File: src/rtl/pipeline_ctrl.sv
// ----------------------------------------------------------------------------
// pipeline_ctrl
//   Central stall/flush sequencer for the 5-stage core. Turns load-use,
//   taken-branch, data-memory wait and multi-cycle mul/div requests into
//   per-stage stall/flush/bubble controls for the IF/ID/EX/MEM/WB pipeline
//   registers. Also owns the wait-state FSM, the mul/div start handshake,
//   a wait watchdog and two saturating performance counters.
//
// Parameters
//   CNT_W        width of the saturating perf counters
//   TIMEOUT_CYC  cycles spent in a wait state before err_timeout sets (>=2)
//
// Ports
//   clk, rst       clock (rising edge) / synchronous active-high reset
//   lu_hazard      load in EX whose rd matches an ID source
//   branch_taken   EX-stage branch/jump resolved taken
//   dmem_req       MEM stage holds a load/store
//   dmem_ready     data memory completes the MEM access this cycle
//   md_req         EX stage holds a mul/div op (level)
//   md_done        mul/div result valid this cycle (pulse)
//   md_go          one-cycle start pulse to the mul/div unit
//   if/id/ex/mem_stall   hold PC+IF-ID / ID-EX / EX-MEM / MEM-WB registers
//   id/ex/mem_flush      inject a bubble into ID-EX / EX-MEM / MEM-WB
//   wb_bubble      suppress the WB register-file write this cycle
//   err_timeout    sticky: a wait lasted TIMEOUT_CYC cycles
//   stall_cnt      cycles with if_stall=1 (saturating)
//   flush_cnt      taken-branch flushes applied (saturating)
// ----------------------------------------------------------------------------
module pipeline_ctrl #(
    parameter int CNT_W       = 32,
    parameter int TIMEOUT_CYC = 1024
) (
    input  logic             clk,
    input  logic             rst,
    input  logic             lu_hazard,
    input  logic             branch_taken,
    input  logic             dmem_req,
    input  logic             dmem_ready,
    input  logic             md_req,
    input  logic             md_done,
    output logic             md_go,
    output logic             if_stall,
    output logic             id_stall,
    output logic             ex_stall,
    output logic             mem_stall,
    output logic             id_flush,
    output logic             ex_flush,
    output logic             mem_flush,
    output logic             wb_bubble,
    output logic             err_timeout,
    output logic [CNT_W-1:0] stall_cnt,
    output logic [CNT_W-1:0] flush_cnt
);

    typedef enum logic [1:0] {
        RUN       = 2'd0,
        DMEM_WAIT = 2'd1,
        MD_WAIT   = 2'd2
    } state_t;

    localparam int WD_W = $clog2(TIMEOUT_CYC + 1);

    state_t            r_state;
    state_t            w_next;
    logic [WD_W-1:0]   r_wd;
    logic              r_err;
    logic [CNT_W-1:0]  r_stall_cnt;
    logic [CNT_W-1:0]  r_flush_cnt;
    logic              w_dm;
    logic              w_eval;

    assign w_dm = dmem_req & ~dmem_ready;

    // Controls are combinational from state + inputs so a hazard is acted on
    // in the very cycle it appears.
    always_comb begin
        md_go     = 1'b0;
        if_stall  = 1'b0;
        id_stall  = 1'b0;
        ex_stall  = 1'b0;
        mem_stall = 1'b0;
        id_flush  = 1'b0;
        ex_flush  = 1'b0;
        mem_flush = 1'b0;
        wb_bubble = 1'b0;
        w_eval    = 1'b0;
        w_next    = r_state;

        if (rst) begin
            w_next = RUN;
        end else begin
            case (r_state)
                MD_WAIT: begin
                    // MEM only holds bubbles here, so dmem_req is ignored.
                    if (!md_done) begin
                        if_stall  = 1'b1;
                        id_stall  = 1'b1;
                        ex_stall  = 1'b1;
                        mem_flush = 1'b1;
                    end else begin
                        // Release cycle: EX advances, so branch / load-use
                        // held back during the wait are acted on now.
                        w_next = RUN;
                        w_eval = 1'b1;
                    end
                end
                default: begin
                    // RUN and DMEM_WAIT share one decision: a DMEM_WAIT cycle
                    // with dmem_ready=1 behaves exactly like RUN.
                    if (w_dm) begin
                        if_stall  = 1'b1;
                        id_stall  = 1'b1;
                        ex_stall  = 1'b1;
                        mem_stall = 1'b1;
                        wb_bubble = 1'b1;
                        w_next    = DMEM_WAIT;
                    end else if (md_req && !md_done) begin
                        // Entry cycle already stalls; md_go fires only here,
                        // so it cannot be reissued while the op is pending.
                        md_go     = 1'b1;
                        if_stall  = 1'b1;
                        id_stall  = 1'b1;
                        ex_stall  = 1'b1;
                        mem_flush = 1'b1;
                        w_next    = MD_WAIT;
                    end else begin
                        w_next = RUN;
                        w_eval = 1'b1;
                    end
                end
            endcase

            if (w_eval) begin
                // A taken branch squashes the ID op, so it outranks load-use.
                if (branch_taken) begin
                    id_flush = 1'b1;
                    ex_flush = 1'b1;
                end else if (lu_hazard) begin
                    if_stall = 1'b1;
                    id_stall = 1'b1;
                    ex_flush = 1'b1;
                end
            end
        end
    end

    always_ff @(posedge clk) begin
        if (rst) begin
            r_state     <= RUN;
            r_wd        <= '0;
            r_err       <= 1'b0;
            r_stall_cnt <= '0;
            r_flush_cnt <= '0;
        end else begin
            r_state <= w_next;

            // Watchdog restarts on every entry into a wait state (including
            // DMEM_WAIT release straight into a mul/div start).
            if (w_next != RUN && w_next != r_state) begin
                r_wd <= '0;
            end else if (r_state != RUN) begin
                if (r_wd != WD_W'(TIMEOUT_CYC))
                    r_wd <= r_wd + 1'b1;
                if (r_wd >= WD_W'(TIMEOUT_CYC - 1))
                    r_err <= 1'b1;
            end

            if (if_stall && r_stall_cnt != {CNT_W{1'b1}})
                r_stall_cnt <= r_stall_cnt + 1'b1;
            if (id_flush && r_flush_cnt != {CNT_W{1'b1}})
                r_flush_cnt <= r_flush_cnt + 1'b1;
        end
    end

    assign err_timeout = r_err;
    assign stall_cnt   = r_stall_cnt;
    assign flush_cnt   = r_flush_cnt;

endmodule
File: config.mk
export PLATFORM = sky130hd
export DESIGN_NAME = pipeline_ctrl
export DESIGN_NICKNAME = d
export VERILOG_FILES = /design/src/rtl/pipeline_ctrl.sv
export SDC_FILE = /design/constraint.sdc
export NUM_CORES = 1
export LEC_CHECK = 0
export ABC_AREA = 1
export ABC_CLOCK_PERIOD_IN_PS = 3750
export BUFFER_PORTS_ARGS = -buffer_cell sky130_fd_sc_hd__buf_4
export CAP_MARGIN = 20
export CELL_PAD_IN_SITES_DETAIL_PLACEMENT = 0
export CELL_PAD_IN_SITES_GLOBAL_PLACEMENT = 1
export CORE_MARGIN = 2
export CORE_UTILIZATION = 43
export CTS_CLUSTER_DIAMETER = 120
export DETAILED_ROUTE_END_ITERATION = 7
export HOLD_SLACK_MARGIN = 0.05
export MAX_ROUTING_LAYER = met4
export PLACE_DENSITY = 0.85
export SYNTH_ARGS = -nofsm -noshare
export SYNTH_HDL_FRONTEND = slang
export SYNTH_SLANG_ARGS = --single-unit
File: constraint.sdc
create_clock -name clk -period 3.75 [get_ports clk]
set_clock_uncertainty 0.2 [all_clocks]
set_input_delay 1.125 -clock clk [delete_from_list [all_inputs] [get_ports clk]]
set_output_delay 1.125 -clock clk [all_outputs]
set_load 0.01 [all_outputs]
==> summary.md <==
| Metric | Value |
|---|---|
| Status | complete, no violations |
| Synth Register Bits | 78 |
| Leak | between 0.002 and 0.0025 uW |
| PD cells | 305 nW/um^2 |
| Post-synth top area cell | dfxtp_1 |
| Clk pin slew, worst setup/hold paths | 60 ps |
| Via count | 5430 |
| CP max FO | 9 |
| Starting density of the core | between 40 and 50% |
| Antenna violations before repair | 0 |
| Post-CTS setup buffers | 0 |
| Synth-to-Final Area Change | 17.7% |
| GRT overflow | 0 |
| Post-layout nets | 946 |
| Clock sink total | 78 |
| CTS Buf Count | 9 |
| Num ports | between 80 and 90 |
| Crit start category | input port |
| CTS resizes | 0 |
| Chip width | 115 um |
| Max-Slew Margin vs Limit | 44.1% |
| Rows | 40 |
| Largest net degree at the start of global routing | 60 |
| Endpoints failing setup | 0 |
| Highest Signal Layer | met4 |
| Post-synth top area share | 29.7% |
| Drt drc | 0 |
| DR vias/cell | approximately 5.0 |
| WP data required | 2420 ps |
| Yosys warning total | 0 |
| Hold_buf cts | 0 |
| Worst VDD drop | slightly below 200 uV |
| Die ar. | ~13000 um^2 |
| # diodes | 0 |
| WL per Instance | around 13 um |
| Overall power | 1890 uW |
| First-pass GRT wire length | between 20000 and 25000 um |
| Fmax | 0.300 GHz |
| Crit. End Element | output port |
| Drt first pass iters | 7 |
| Worst EP arrival | about 2000 ps |
| H-tree depth | 3 |
| Share of layout cells above drive strength 1 | 16.9% |
| Top post-synthesis cells by area | dfxtp_1, nand2_1, nor2_1, inv_1, nand3_1 |
| WL final | 14400 um |
| Hold Path Class | reg -> reg |
| Root buffer cell | clkbuf_16 |
| Met2 routed WL | 6650 um |
| Period minus WS final | between 3000 and 4000 ps |
| DR WL met3 | 516 um |
| Setup tns final | 0 ps |
| Skew-Pair Late Insertion Delay | 350 ps |
| M1 WL | 6950 um |
| Synth Cell Area | 5260 um^2 |
| CTS tree | done |
| Worst Max-Slew Pin Slew | roughly 840 ps |
| Syn Nets | about 880 |
| Hpwl dp | 10600 um |
| Unique cell type count in the Yosys netlist | 29 |
| Core Area | 12000 um^2 |
| Fin. Hold Viols | 0 |
| GPL Wtd Cong | 0.883 |
| Total GRT Usage | 23.5% |
| DR iter-0 viols | 420 |
| Post-synthesis cell count | around 860 |
| CTS Buffer Depth | 2 |
| Max-cap violations | 0 |
| Final period utilization | 88.8% |
| Register area share after synthesis | between 20% and 30% |
| # port buffers | 81 |
| Number of global-route vias before repair | ~5000 |
| RSZ-0062 raised after global routing | false |
| CP Class | in -> out |
| Final ANT Viol Nets | 0 |
| Mean post-synth cell area | 6.10 um^2 |
| Die height | 115 um |
| Final Max Slew Viols | 0 |
| # fillers | between 1000 and 1500 |
==> sequential cells by signal, indices dropped and copies added, names as in the netlist <==
signal and count:
err_timeout 1, flush_cnt 32, r_state 2, r_wd 11, stall_cnt 32
==> metal layers <==
metal  global-route usage [%]  vias to the layer above
met4                     9.35                        0
met3                     3.60                       25
met1                     30.0                     2461
met2                     37.4                      114
li1                         -                     2830
met5                        -                        -
==> path summary, 6_finish.rpt <==
kind	from	to	slack, ps	cells after the start
setup / recovery	rst	if_stall	420	6
hold / removal	err_timeout	err_timeout	270	2
setup reg to reg	stall_cnt[0]	stall_cnt[28]	1300	10
hold reg to reg	err_timeout	err_timeout	270	2
==> cells in the mapped netlist (all sizes together) <==
cell type and count:
xor2 20, xnor2 12, nor2 127, a21oi 68
ha 4, a31o 2, clkbuf 10, nand3 54
nor3 6, o21ai 11, or2 1, inv 76
dfxtp 78, nand2 369, buf 16, nand4 9
==> cell usage in the layout (no fill, tap or decap), drive strengths merged <==
cell type and n:
a21oi 68, a31o 2, buf 86, bufinv 1
clkbuf 13, clkinv 1, clkinvlp 1, dfxtp 78
ha 4, inv 76, nand2 369, nand3 54
nand4 9, nor2 127, nor3 6, o21ai 11
or2 1, xnor2 12, xor2 20
==> stage by stage <==
stage / instances / hold WS (ps) / setup slack [ps] / utilization (%) / area, um^2
after CTS: 1086 / 274 / 424 / 51.8 / 6190
after floorplan: 863 / 258 / 458 / - / 5260
final: 1086 / 265 / 420 / 51.8 / 6190
after global placement: 1070 / 261 / 456 / 49.3 / 5890
after global routing: 1086 / 325 / 289 / 51.8 / 6190
after detailed placement: 1070 / 258 / 421 / 49.3 / 5890
==> power by group <==
group          internal (uW)  switching [uW]
logic                   40.1            95.4
clock network            551             356
registers                835            10.1
total                   1430             462
==> layout make-up <==
cell class,instances,area [um^2],share of cell area (%)
clock buffers,13,260,4.20
clock inverters,3,42.5,0.687
inverters,76,290,4.69
multi-input cells,683,3210,51.8
flip-flops and latches,78,1560,25.2
well taps,147,184,2.97
repair buffers,86,646,10.4
==> cell families after synthesis <==
family,after synthesis,share of synthesized area [%]
compound gates,81,9.70
xor+xnor,32,5.32
fa+ha+maj,4,0.951
buf+inv,102,9.34
flops,78,29.7
simple gates,566,45.0
==> worst max-delay path, cell delays in order <==
cell	delay, ps
buf_4	120
inv_2	120
o21ai_1	100
or2_1	250
nand2_4	140
buf_4	140
Power figures use the tool's default switching activity.
